[src/rtl/aes_pkg.sv]
// Shared AES definitions: byte/column types, reduction constant, xtime.
package aes_pkg;

    typedef logic [7:0]  aes_byte_t;
    typedef logic [31:0] aes_col_t;

    // Low byte of the field polynomial x^8+x^4+x^3+x+1.
    localparam aes_byte_t AES_POLY_LOW = 8'h1B;

    // Multiply by x in GF(2^8): shift left and fold the carry back in.
    function automatic aes_byte_t xtime(input aes_byte_t a);
        xtime = {a[6:0], 1'b0} ^ (a[7] ? AES_POLY_LOW : 8'h00);
    endfunction

endpackage

[src/rtl/gf_mul_const.sv]
// Constant GF(2^8) multiples of one byte, built from xtime chains.
module gf_mul_const
    import aes_pkg::*;
(
    input  aes_byte_t a,
    output aes_byte_t p1,
    output aes_byte_t p2,
    output aes_byte_t p3,
    output aes_byte_t p9,
    output aes_byte_t pb,
    output aes_byte_t pd,
    output aes_byte_t pe
);

    aes_byte_t x2;
    aes_byte_t x4;
    aes_byte_t x8;

    // Powers of two by repeated xtime, then the odd multiples as XOR sums.
    always_comb begin
        x2 = xtime(a);
        x4 = xtime(x2);
        x8 = xtime(x4);
        p1 = a;
        p2 = x2;
        p3 = x2 ^ a;
        p9 = x8 ^ a;
        pb = x8 ^ x2 ^ a;
        pd = x8 ^ x4 ^ a;
        pe = x8 ^ x4 ^ x2;
    end

endmodule

[src/rtl/mix_column.sv]
// AES MixColumns / InvMixColumns on one column, registered output (1-cycle latency).
module mix_column
    import aes_pkg::*;
(
    input  logic        clk,
    input  logic        rst_n,
    input  logic        in_valid,
    input  logic        inv,
    input  logic [31:0] in,
    output logic [31:0] out,
    output logic        out_valid
);

    aes_byte_t a  [4];
    aes_byte_t m1 [4];
    aes_byte_t m2 [4];
    aes_byte_t m3 [4];
    aes_byte_t m9 [4];
    aes_byte_t mb [4];
    aes_byte_t md [4];
    aes_byte_t me [4];

    aes_col_t fwd_p0;
    aes_col_t inv_p0;
    aes_col_t col_p1_d;
    aes_col_t col_p1_q;
    logic     vld_p1_d;
    logic     vld_p1_q;

    // Byte 0 (row 0) sits in the top byte of the column.
    assign a[0] = in[31:24];
    assign a[1] = in[23:16];
    assign a[2] = in[15:8];
    assign a[3] = in[7:0];

    for (genvar i = 0; i < 4; i++) begin : g_byte
        gf_mul_const u_mul (
            .a  (a[i]),
            .p1 (m1[i]),
            .p2 (m2[i]),
            .p3 (m3[i]),
            .p9 (m9[i]),
            .pb (mb[i]),
            .pd (md[i]),
            .pe (me[i])
        );
    end

    // Circulant XOR networks for both directions; row i uses a_i, a_i+1, a_i+2, a_i+3.
    always_comb begin
        fwd_p0[31:24] = m2[0] ^ m3[1] ^ m1[2] ^ m1[3];
        fwd_p0[23:16] = m2[1] ^ m3[2] ^ m1[3] ^ m1[0];
        fwd_p0[15:8]  = m2[2] ^ m3[3] ^ m1[0] ^ m1[1];
        fwd_p0[7:0]   = m2[3] ^ m3[0] ^ m1[1] ^ m1[2];

        inv_p0[31:24] = me[0] ^ mb[1] ^ md[2] ^ m9[3];
        inv_p0[23:16] = me[1] ^ mb[2] ^ md[3] ^ m9[0];
        inv_p0[15:8]  = me[2] ^ mb[3] ^ md[0] ^ m9[1];
        inv_p0[7:0]   = me[3] ^ mb[0] ^ md[1] ^ m9[2];
    end

    // Select direction and hold the previous result when no column is offered,
    // so an undriven input bus never reaches the register.
    always_comb begin
        col_p1_d = col_p1_q;
        vld_p1_d = in_valid;
        if (in_valid) begin
            col_p1_d = inv ? inv_p0 : fwd_p0;
        end
    end

    // ---- stage boundary: p0 combinational -> p1 output register ----
    // Output register; reset clears both result and valid immediately.
    always_ff @(posedge clk or negedge rst_n) begin
        if (!rst_n) begin
            col_p1_q <= '0;
            vld_p1_q <= 1'b0;
        end else begin
            col_p1_q <= col_p1_d;
            vld_p1_q <= vld_p1_d;
        end
    end

    assign out       = col_p1_q;
    assign out_valid = vld_p1_q;

endmodule

[config.mk]
export PLATFORM = sky130hd
export DESIGN_NAME = mix_column
export DESIGN_NICKNAME = d
export VERILOG_FILES = /design/src/rtl/aes_pkg.sv /design/src/rtl/gf_mul_const.sv /design/src/rtl/mix_column.sv
export SDC_FILE = /design/constraint.sdc
export NUM_CORES = 1
export LEC_CHECK = 0
export ABC_AREA = 1
export CELL_PAD_IN_SITES_DETAIL_PLACEMENT = 1
export CELL_PAD_IN_SITES_GLOBAL_PLACEMENT = 1
export CORE_MARGIN = 1
export CORE_UTILIZATION = 43
export DETAILED_ROUTE_END_ITERATION = 12
export PLACE_DENSITY_LB_ADDON = 0.1
export SLEW_MARGIN = 10
export SYNTH_ARGS = -nofsm -noshare
export SYNTH_HDL_FRONTEND = slang
export SYNTH_SLANG_ARGS = --single-unit
[constraint.sdc]
create_clock -name clk -period 0.95 [get_ports clk]
set_input_delay 0.19 -clock clk [delete_from_list [all_inputs] [get_ports clk]]
set_output_delay 0.19 -clock clk [all_outputs]
set_load 0.01 [all_outputs]
==> impl_metrics.prom, run 1 <==
# TYPE chip_impl_metric gauge
chip_impl_info{name="run_status",value="stopped before the end"} 1
chip_impl_info{name="failed_stage",value="detailed placement (3_5_place_dp)"} 1
chip_impl_info{name="flow.first_error",value="[ERROR DPL-0033] detailed placement checks failed during check placement."} 1
chip_impl_metric{name="synthesis.yosys.warnings",unit=""} 0
chip_impl_metric{name="netlist.area_leader.share",unit=""} 0.284
chip_impl_info{name="synth_top_cell_by_area",value="nand2_1"} 1
chip_impl_metric{name="mux_contribution_to_synthesized_area",unit=""} 0
chip_impl_metric{name="netlist_area",unit="sq um"} 6250
chip_impl_metric{name="place_congestion",unit=""} 0.972
chip_impl_metric{name="rows",unit=""} 43
chip_impl_info{name="yosys-top-cells-area",value="nand2_1, xor2_1, dfrtp_1"} 1
chip_impl_metric{name="flops_latches_synth",unit=""} 33
chip_impl_metric{name="io-pin-count",unit=""} 69
chip_impl_metric{name="postSynth.asyncResetShare",unit=""} 1.00
chip_impl_metric{name="starting_utilization_of_the_core_area",unit=""} 0.445
chip_impl_metric{name="post_synth_xor_area_fraction",unit=""} 0.290
chip_impl_metric{name="numPortBuffers",unit=""} 68
chip_impl_metric{name="postSynthCellCount",unit=""} 1089
chip_impl_info{name="synthMostInstantiatedCell",value="nand2_1"} 1
chip_impl_metric{name="synth-simple-area-share",unit=""} 0.415
chip_impl_metric{name="synth_compound_area_frac",unit=""} 0.0516
chip_impl_metric{name="synth_seq_area_share",unit=""} 0.132
chip_impl_info{name="yosys_most_used_dff",value="dfrtp_1"} 1
chip_impl_metric{name="syn_area_per_cell",unit="sq um"} 5.74
chip_impl_metric{name="syn_nets",unit=""} 1125
chip_impl_info{name="synthTopCellsByCount",value="nand2_1, xor2_1, inv_1"} 1
chip_impl_metric{name="yosys.area_share.adder",unit=""} 0
chip_impl_metric{name="dp_hpwl",unit="um"} 30700
chip_impl_metric{name="synth_edf_count",unit=""} 0
chip_impl_metric{name="die_w",unit="um"} 123
chip_impl_info{name="synth_top_family_by_area",value="simple AND/OR/NAND/NOR gates"} 1
chip_impl_metric{name="netlist-cell-type-count",unit=""} 33
chip_impl_metric{name="die-height",unit="um"} 123
[stage by stage]
step	setup WS, ns	hold WS, ns	TNS [ns]	cells
global placement	-1.42	0.461	-41.38	1531
floorplan	-0.495	-0.106	-12.16	1089
[cell families after synthesis]
kind of cell,count (synthesis)
XOR/XNOR,202
AO/OA/AOI/OAI,60
flip-flops,33
buffers and inverters,158
AND/OR/NAND/NOR,636
==> inputs of run 2 (changes only) <==
CELL_PAD_IN_SITES_DETAIL_PLACEMENT = not set   (was 1)
CELL_PAD_IN_SITES_GLOBAL_PLACEMENT = not set   (was 1)
CORE_UTILIZATION = 40   (was 43)
PLACE_DENSITY_LB_ADDON = 0.15   (was 0.1)
==> run 2 against run 1 <==
  * The flow now finishes, with violations (setup timing)
  * Synthesized area stayed put
  * Synthesized cell count unchanged
==> impl_metrics.prom, run 2 <==
# TYPE chip_impl_metric gauge
chip_impl_metric{name="starting_utilization_of_the_core_area",unit=""} 0.411
chip_impl_metric{name="multi_input_logic_area",unit="sq um"} 7190
chip_impl_metric{name="netlist.area_leader.share",unit=""} 0.284
chip_impl_metric{name="number_of_flip_flops_in_the_largest_register",unit=""} 32
chip_impl_metric{name="finish.cell_count_without_fillers",unit=""} 1628
chip_impl_info{name="clk_root_buffer_cell",value="clkbuf_16"} 1
chip_impl_metric{name="synthesis.yosys.warnings",unit=""} 0
chip_impl_metric{name="net_count_final",unit=""} 1475
chip_impl_metric{name="drt-initial-drc-count",unit=""} 718
chip_impl_info{name="worst_setup_path_end_kind",value="flop"} 1
chip_impl_metric{name="setup-violations-final",unit=""} 64
chip_impl_metric{name="synth_seq_area_share",unit=""} 0.132
chip_impl_metric{name="io-pin-count",unit=""} 69
chip_impl_metric{name="n_fill_cell",unit=""} 953
chip_impl_metric{name="max-clock-path-buffers",unit=""} 2
chip_impl_info{name="run_status",value="finished, violations left"} 1
chip_impl_metric{name="firstDrtPassIters",unit=""} 5
chip_impl_metric{name="tns",unit="ns"} -15.17
chip_impl_metric{name="average_via_count_per_standard_cell",unit=""} 5.36
chip_impl_metric{name="clock_sinks",unit=""} 33
chip_impl_metric{name="wire_length_of_the_first_global_routing_pass",unit="um"} 43300
chip_impl_metric{name="dp_hpwl",unit="um"} 21000
chip_impl_metric{name="cp.required",unit="ns"} 1.17
chip_impl_metric{name="worst_ir_drop_vdd",unit="uV"} 605
chip_impl_metric{name="finalCritPeriodShare",unit=""} 1.60
chip_impl_metric{name="netlist-cell-type-count",unit=""} 33
chip_impl_info{name="mostFrequentLayoutCell",value="nand2_1"} 1
chip_impl_info{name="worst-setup-path-type",value="primary input to flop"} 1
chip_impl_metric{name="critPathMaxFanout",unit=""} 6
chip_impl_metric{name="placeableCoreArea",unit="sq um"} 15200
chip_impl_metric{name="netlist_area",unit="sq um"} 6250
chip_impl_metric{name="cellPowerDensity",unit="nW/um^2"} 1090
chip_impl_metric{name="first_global_vias",unit=""} 8013
chip_impl_metric{name="track_usage",unit=""} 0.354
chip_impl_metric{name="maxSlewHeadroom",unit=""} 0.769
chip_impl_metric{name="worst_setup_hold_path_clk_slew",unit="ns"} 0.06
chip_impl_info{name="rsz0062_at_grt",value="yes"} 1
chip_impl_metric{name="cp.arrival",unit="ns"} 1.74
chip_impl_metric{name="rows",unit=""} 45
chip_impl_metric{name="synth_edf_count",unit=""} 0
chip_impl_metric{name="critical_path.max_stage_delay",unit="ns"} 0.15
chip_impl_metric{name="p_leak",unit="nW"} 6.30
chip_impl_metric{name="finalCoreUtilization",unit=""} 0.812
chip_impl_metric{name="slew_viol_final",unit=""} 0
chip_impl_info{name="violations",value="setup timing"} 1
chip_impl_metric{name="design.die.area",unit="sq um"} 16100
chip_impl_metric{name="syn_nets",unit=""} 1125
chip_impl_metric{name="dr_total_vias",unit=""} 8725
chip_impl_info{name="slowest_stage",value="buf_8"} 1
chip_impl_metric{name="totalWireLength",unit="um"} 31700
chip_impl_metric{name="fin_ws",unit="ns"} -0.572
chip_impl_info{name="hp_class",value="primary input to flop"} 1
chip_impl_metric{name="worst_skew_pair.late_latency",unit="ns"} 0.28
chip_impl_metric{name="postSynth.asyncResetShare",unit=""} 1.00
chip_impl_metric{name="syn_area_per_cell",unit="sq um"} 5.74
chip_impl_metric{name="avgRoutedWirePerCell",unit="um"} 19.5
chip_impl_info{name="worstSetupStartpointType",value="primary input"} 1
chip_impl_metric{name="fmax",unit="MHz"} 657
chip_impl_metric{name="num_antenna_cells",unit=""} 0
chip_impl_metric{name="globalRoute.totalOverflow",unit=""} 0
chip_impl_metric{name="die-height",unit="um"} 127
chip_impl_metric{name="place_congestion",unit=""} 0.993
chip_impl_metric{name="drive_above_1_share",unit=""} 0.563
chip_impl_metric{name="timing.final.crit_period",unit="ns"} 1.52
chip_impl_metric{name="timing.final.hold_violations",unit=""} 0
chip_impl_metric{name="grt_start_max_net_pins",unit=""} 34
chip_impl_metric{name="drt_drc_violations_left",unit=""} 0
chip_impl_metric{name="max_cap_violations",unit=""} 0
chip_impl_metric{name="die_w",unit="um"} 127
chip_impl_metric{name="postSynthCellCount",unit=""} 1089
chip_impl_info{name="synth_top_cell_by_area",value="nand2_1"} 1
chip_impl_info{name="layout.cells.most_common_list",value="nand2_1, buf_4, nand2_2"} 1
chip_impl_metric{name="ff_latch_area",unit="sq um"} 826
chip_impl_metric{name="areaGrowthSynthToFinish",unit="%"} 97.4
chip_impl_info{name="timing.critical_path.mode_cell",value="nand2_2"} 1
chip_impl_metric{name="detail-route-antenna-nets",unit=""} 0
chip_impl_info{name="tritoncts",value="yes"} 1
chip_impl_metric{name="cts_buffers",unit=""} 5
chip_impl_metric{name="cts_htree_levels",unit=""} 2
chip_impl_info{name="cp_cell_sequence",value="buf_6 -> buf_12 -> clkinv_8 -> nand2_8 -> nand2_8 -> buf_8 -> buf_4 -> nand2_2 -> nand2_1 -> nand2_2 -> nand2_2 -> nand2_2 -> nand2_1 -> nand2_1 -> nand3_2 -> a21oi_2"} 1
chip_impl_metric{name="flops_latches_synth",unit=""} 33
chip_impl_info{name="synthMostInstantiatedCell",value="nand2_1"} 1
chip_impl_metric{name="worstMarginPinSlew",unit="ns"} 0.343
chip_impl_info{name="yosys_most_used_dff",value="dfrtp_1"} 1
chip_impl_metric{name="numPortBuffers",unit=""} 68
chip_impl_metric{name="grt_antenna_before_repair",unit=""} 0
chip_impl_metric{name="place.detailed.instances",unit=""} 1550
chip_impl_info{name="yosys-top-cells-area",value="nand2_1, xor2_1, dfrtp_1"} 1
chip_impl_info{name="synthTopCellsByCount",value="nand2_1, xor2_1, inv_1"} 1
chip_impl_metric{name="skew",unit="ns"} 0
[run 2: cell counts after synthesis]
No cell type changed its count.
[run 2: timing repair]
action | 4_1_cts | 5_1_grt
hold buffers | 0 | 0
pin swaps | 195 | 131
endpoints found under the setup margin | 65 | 65
gates resized for setup | 651 | 170
cloned | 0 | 0
buffers inserted | 53 | 29
[run 2: cells by family after synthesis]
group,count (synthesis),share of synthesized area
AOI/OAI and AO/OA,60,0.0516
xor gates and xnor gates,202,0.290
buffers and inverters,158,0.111
DFF,33,0.132
and+or+nand+nor,636,0.415
[run 2: path summary, 6_finish.rpt]
check	startpoint	to	slack, ns	cells after the start
hold reg to reg	out[26]$_DFFE_PN0P_	out[26]$_DFFE_PN0P_	0.52	2
setup / recovery	in[15]	out[20]$_DFFE_PN0P_	-0.57	16
hold / removal	in_valid	out_valid$_DFF_PN0_	0.11	1
setup reg to reg	out[20]$_DFFE_PN0P_	out[20]$_DFFE_PN0P_	0.05	4
max in group asynchronous	rst_n	out[26]$_DFFE_PN0P_	0.47	2
min in group asynchronous	rst_n	out[21]$_DFFE_PN0P_	0.28	2
[run 2: area by class of cell]
cell class / count / area share
multi-input combinational: 898 / 0.583
sequential: 33 / 0.0669
clock inverter: 2 / 0.000811
inverter: 118 / 0.0455
tap: 188 / 0.0191
clock buffer: 6 / 0.0104
timing repair buffer: 383 / 0.275
[run 2: power breakdown]
group          internal (mW)  switching, mW
sequential              1.70          0.184
clock                  0.964          0.667
combinational           4.52           5.47
[run 2: layer usage]
layer / up-vias / global-route usage / wire [um]
met2: 494 / 0.568 / 14900
met3: 120 / 0.0666 / 2920
met1: 4126 / 0.473 / 12400
met4: 0 / 0.137 / 1470
met5: - / 0 / 0
li1: 3985 / - / -
[run 2: worst max-delay path: cells and delay by family]
kind	cells	cell delay, ns
and+or+nand+nor	10	0.85
buffers and inverters	5	0.58
AOI/OAI and AO/OA	1	0.13
[run 2: stage by stage]
stage | power [mW] | hold WS [ns] | setup WS (ns) | instance area [sq um]
6_report | 13.5 | 0.106 | -0.572 | 12300
2_1_floorplan | 6.26 | -0.106 | -0.495 | 6980
4_1_cts | 12.2 | 0.104 | -0.410 | 11400
3_5_place_dp | 9.49 | 0.397 | -1.41 | 9520
5_1_grt | 14.2 | 0.107 | -0.602 | 12300
3_3_place_gp | 9.41 | 0.399 | -1.36 | 9520
No activity file was read; power rests on OpenSTA's default activity.
==> inputs of run 3 (changes only) <==
==> constraint.sdc (replaced) <==
create_clock -name clk -period 0.95 [get_ports clk]
set_input_delay 0.2375 -clock clk [delete_from_list [all_inputs] [get_ports clk]]
set_output_delay 0.2375 -clock clk [all_outputs]
set_load 0.01 [all_outputs]
==> run 3 against run 2 <==
  * The flow still finishes with violations (setup timing)
  * Sequential share of layout area about the same
  * Final cell count down 0.55%
  * Sequential power about the same
  * Design area down 0.40%
==> impl_metrics.prom, run 3 (synthesized netlist as in run 2, its figures left out) <==
# TYPE chip_impl_metric gauge
chip_impl_metric{name="n_fill_cell",unit=""} 950
chip_impl_metric{name="io-pin-count",unit=""} 69
chip_impl_metric{name="first_global_vias",unit=""} 7950
chip_impl_metric{name="grt_start_max_net_pins",unit=""} 34
chip_impl_metric{name="skew",unit="ns"} 0
chip_impl_info{name="worst_setup_path_end_kind",value="flop"} 1
chip_impl_metric{name="place.detailed.instances",unit=""} 1536
chip_impl_info{name="worstSetupStartpointType",value="primary input"} 1
chip_impl_metric{name="starting_utilization_of_the_core_area",unit=""} 0.411
chip_impl_metric{name="firstDrtPassIters",unit=""} 8
chip_impl_metric{name="cp.required",unit="ns"} 1.12
chip_impl_info{name="rsz0062_at_grt",value="yes"} 1
chip_impl_metric{name="max_cap_violations",unit=""} 0
chip_impl_metric{name="finalCoreUtilization",unit=""} 0.809
chip_impl_metric{name="clock_sinks",unit=""} 33
chip_impl_metric{name="worstMarginPinSlew",unit="ns"} 0.405
chip_impl_metric{name="design.die.area",unit="sq um"} 16100
chip_impl_metric{name="slew_viol_final",unit=""} 0
chip_impl_metric{name="finalCritPeriodShare",unit=""} 1.70
chip_impl_metric{name="worst_setup_hold_path_clk_slew",unit="ns"} 0.06
chip_impl_metric{name="worst_skew_pair.late_latency",unit="ns"} 0.29
chip_impl_metric{name="average_via_count_per_standard_cell",unit=""} 5.35
chip_impl_metric{name="timing.final.hold_violations",unit=""} 0
chip_impl_metric{name="cellPowerDensity",unit="nW/um^2"} 1100
chip_impl_metric{name="numPortBuffers",unit=""} 68
chip_impl_metric{name="cp.arrival",unit="ns"} 1.79
chip_impl_info{name="mostFrequentLayoutCell",value="nand2_1"} 1
chip_impl_metric{name="placeableCoreArea",unit="sq um"} 15200
chip_impl_info{name="clk_root_buffer_cell",value="clkbuf_16"} 1
chip_impl_metric{name="cts_hold_repair.buffers",unit=""} 0
chip_impl_info{name="violations",value="setup timing"} 1
chip_impl_metric{name="totalWireLength",unit="um"} 31400
chip_impl_metric{name="max-clock-path-buffers",unit=""} 2
chip_impl_metric{name="wire_length_of_the_first_global_routing_pass",unit="um"} 43100
chip_impl_info{name="worst-setup-path-type",value="primary input to flop"} 1
chip_impl_metric{name="die-height",unit="um"} 127
chip_impl_metric{name="cts_buffers",unit=""} 5
chip_impl_metric{name="dr_total_vias",unit=""} 8658
chip_impl_metric{name="net_count_final",unit=""} 1465
chip_impl_metric{name="grt_antenna_before_repair",unit=""} 1
chip_impl_metric{name="dp_hpwl",unit="um"} 20600
chip_impl_metric{name="timing.final.crit_period",unit="ns"} 1.61
chip_impl_metric{name="track_usage",unit=""} 0.355
chip_impl_metric{name="die_w",unit="um"} 127
chip_impl_metric{name="drt-initial-drc-count",unit=""} 801
chip_impl_info{name="tritoncts",value="yes"} 1
chip_impl_metric{name="maxSlewHeadroom",unit=""} 0.729
chip_impl_metric{name="critPathMaxFanout",unit=""} 6
chip_impl_metric{name="detail-route-antenna-nets",unit=""} 0
chip_impl_metric{name="place_congestion",unit=""} 0.985
chip_impl_metric{name="avgRoutedWirePerCell",unit="um"} 19.4
chip_impl_metric{name="globalRoute.totalOverflow",unit=""} 0
chip_impl_metric{name="p_leak",unit="nW"} 6.28
chip_impl_metric{name="cts_htree_levels",unit=""} 2
chip_impl_info{name="run_status",value="finished, violations left"} 1
chip_impl_metric{name="fmax",unit="MHz"} 620
chip_impl_info{name="hp_class",value="primary input to flop"} 1
chip_impl_info{name="layout.cells.most_common_list",value="nand2_1, buf_4, nand2_2"} 1
chip_impl_metric{name="drt_drc_violations_left",unit=""} 0
chip_impl_metric{name="areaGrowthSynthToFinish",unit="%"} 96.6
chip_impl_metric{name="drive_above_1_share",unit=""} 0.570
chip_impl_metric{name="number_of_flip_flops_in_the_largest_register",unit=""} 32
chip_impl_metric{name="finish.cell_count_without_fillers",unit=""} 1619
chip_impl_metric{name="worst_ir_drop_vdd",unit="uV"} 685
chip_impl_metric{name="fin_ws",unit="ns"} -0.662
chip_impl_metric{name="rows",unit=""} 45
chip_impl_metric{name="setup-violations-final",unit=""} 65
run 3: path summary, 6_finish.rpt:
check | from | to | slack [ns] | depth (start not counted)
setup / recovery | in[23] | out[13]$_DFFE_PN0P_ | -0.66 | 15
hold / removal | in_valid | out[0]$_DFFE_PN0P_ | 0.31 | 4
setup reg to reg | out[0]$_DFFE_PN0P_ | out[0]$_DFFE_PN0P_ | -0.02 | 5
hold reg to reg | out[22]$_DFFE_PN0P_ | out[22]$_DFFE_PN0P_ | 0.48 | 2
max in group asynchronous | rst_n | out[16]$_DFFE_PN0P_ | 0.44 | 2
min in group asynchronous | rst_n | out[28]$_DFFE_PN0P_ | 0.32 | 2
run 3: final cells by class:
| class | instances | area [sq um] | share of cell area |
|---|---|---|---|
| sequential | 33 | 826 | 0.0672 |
| timing repair buffer | 373 | 3310 | 0.269 |
| inverter | 118 | 557 | 0.0453 |
| clock buffer | 6 | 129 | 0.0105 |
| clock inverter | 2 | 10.0 | 0.000814 |
| antenna | 1 | 2.50 | 0.000204 |
| tap | 188 | 235 | 0.0191 |
| multi-input combinational | 898 | 7230 | 0.588 |
run 3: through the flow:
step           instance area [sq um]  setup TNS (ns)  hold WS (ns)  setup slack (ns)  total power [mW]
2_1_floorplan                   6980          -13.68       -0.0581            -0.543              6.26
3_3_place_gp                    9430          -44.03         0.465             -1.40              9.34
3_5_place_dp                    9430          -44.71         0.473             -1.42              9.42
4_1_cts                        11500          -16.71         0.316            -0.501              12.3
5_1_grt                        12300          -21.49         0.347            -0.740              14.2
6_report                       12300          -18.67         0.310            -0.662              13.5
run 3: what timing repair did:
item | 4_1_cts | 5_1_grt
resized for setup | 656 | 169
setup endpoints to repair | 65 | 65
cloned | 1 | 0
buffers inserted | 62 | 19
pin swaps | 231 | 143
run 3: critical path, stage by stage:
cell	delay, ns
buf_8	0.08
clkinvlp_4	0.22
nand2_4	0.16
nand3_4	0.13
nand2_8	0.12
xor2_2	0.20
inv_1	0.06
nand2_1	0.09
nand2_2	0.09
inv_1	0.07
nand2_1	0.06
nand2_1	0.08
nand2_1	0.05
nand2_1	0.07
nand2_1	0.05
run 3: metal layers:
metal,wire length (um),track usage,up-vias
met3,2890,0.0733,154
li1,-,-,3959
met5,0,0,-
met2,14400,0.562,499
met4,1970,0.162,0
met1,12200,0.465,4046
run 3: power by group:
group	internal [mW]	total, mW	switching, mW
clock network	0.964	1.64	0.677
logic	4.49	10.0	5.54
registers	1.70	1.86	0.157
==> inputs of run 4 (changes only) <==
ABC_CLOCK_PERIOD_IN_PS = 950   (was not set)
CORE_UTILIZATION = 60   (was 40)
==> run 4 against run 3 <==
  * Synthesized cell count stayed put
  * Synthesized area unchanged
  * The flow now stops in clock tree synthesis (4_1_cts)
==> impl_metrics.prom, run 4 <==
# TYPE chip_impl_metric gauge
chip_impl_metric{name="cts.repair_timing.setup_buffer_count",unit=""} 71
chip_impl_metric{name="place_congestion",unit=""} 1.09
chip_impl_metric{name="dp_hpwl",unit="um"} 23500
chip_impl_info{name="yosys-top-cells-area",value="nand2_1, xor2_1, dfrtp_1"} 1
chip_impl_info{name="flow.first_error",value="[ERROR DPL-0038] Utilization greater than 100%, impossible to legalize"} 1
chip_impl_metric{name="die-height",unit="um"} 104
chip_impl_metric{name="mux_contribution_to_synthesized_area",unit=""} 0
chip_impl_metric{name="rows",unit=""} 36
chip_impl_info{name="clk_root_buffer_cell",value="clkbuf_8"} 1
chip_impl_metric{name="cts_htree_levels",unit=""} 2
chip_impl_metric{name="postSynth.asyncResetShare",unit=""} 1.00
chip_impl_info{name="synthTopCellsByCount",value="nand2_1, xor2_1, inv_1"} 1
chip_impl_metric{name="post_synth_xor_area_fraction",unit=""} 0.290
chip_impl_metric{name="netlist.area_leader.share",unit=""} 0.284
chip_impl_info{name="synth_top_family_by_area",value="simple AND/OR/NAND/NOR gates"} 1
chip_impl_metric{name="synth_compound_area_frac",unit=""} 0.0516
chip_impl_metric{name="netlist-cell-type-count",unit=""} 33
chip_impl_metric{name="synth_seq_area_share",unit=""} 0.132
chip_impl_metric{name="postSynthCellCount",unit=""} 1089
chip_impl_metric{name="cts_hold_repair.buffers",unit=""} 0
chip_impl_metric{name="die_w",unit="um"} 104
chip_impl_metric{name="synthesis.yosys.warnings",unit=""} 0
chip_impl_info{name="synth_top_cell_by_area",value="nand2_1"} 1
chip_impl_metric{name="starting_utilization_of_the_core_area",unit=""} 0.628
chip_impl_metric{name="syn_nets",unit=""} 1125
chip_impl_metric{name="cts_buffers",unit=""} 5
chip_impl_metric{name="netlist_area",unit="sq um"} 6250
chip_impl_metric{name="clock_sinks",unit=""} 33
chip_impl_metric{name="yosys.area_share.adder",unit=""} 0
chip_impl_metric{name="numPortBuffers",unit=""} 68
chip_impl_metric{name="synth_edf_count",unit=""} 0
chip_impl_metric{name="place.detailed.instances",unit=""} 1462
chip_impl_metric{name="io-pin-count",unit=""} 69
chip_impl_info{name="yosys_most_used_dff",value="dfrtp_1"} 1
chip_impl_info{name="synthMostInstantiatedCell",value="nand2_1"} 1
chip_impl_info{name="run_status",value="stopped before the end"} 1
chip_impl_metric{name="max-clock-path-buffers",unit=""} 2
chip_impl_info{name="failed_stage",value="clock tree synthesis (4_1_cts)"} 1
chip_impl_metric{name="ctsResizeCount",unit=""} 703
chip_impl_metric{name="synth-simple-area-share",unit=""} 0.415
chip_impl_metric{name="flops_latches_synth",unit=""} 33
chip_impl_metric{name="syn_area_per_cell",unit="sq um"} 5.74
==> run 4: cell counts after synthesis <==
No cell type changed its count.
==> run 4: cells by family after synthesis <==
family / Yosys count
compound gates: 60
flops: 33
buf+inv: 158
simple gates: 636
xor+xnor: 202
==> run 4: metrics by stage <==
| stage | setup slack (ns) | cell area, sq um |
|---|---|---|
| after floorplan | -0.543 | 6980 |
| after global placement | -1.30 | 9110 |
| after detailed placement | -1.48 | 9110 |
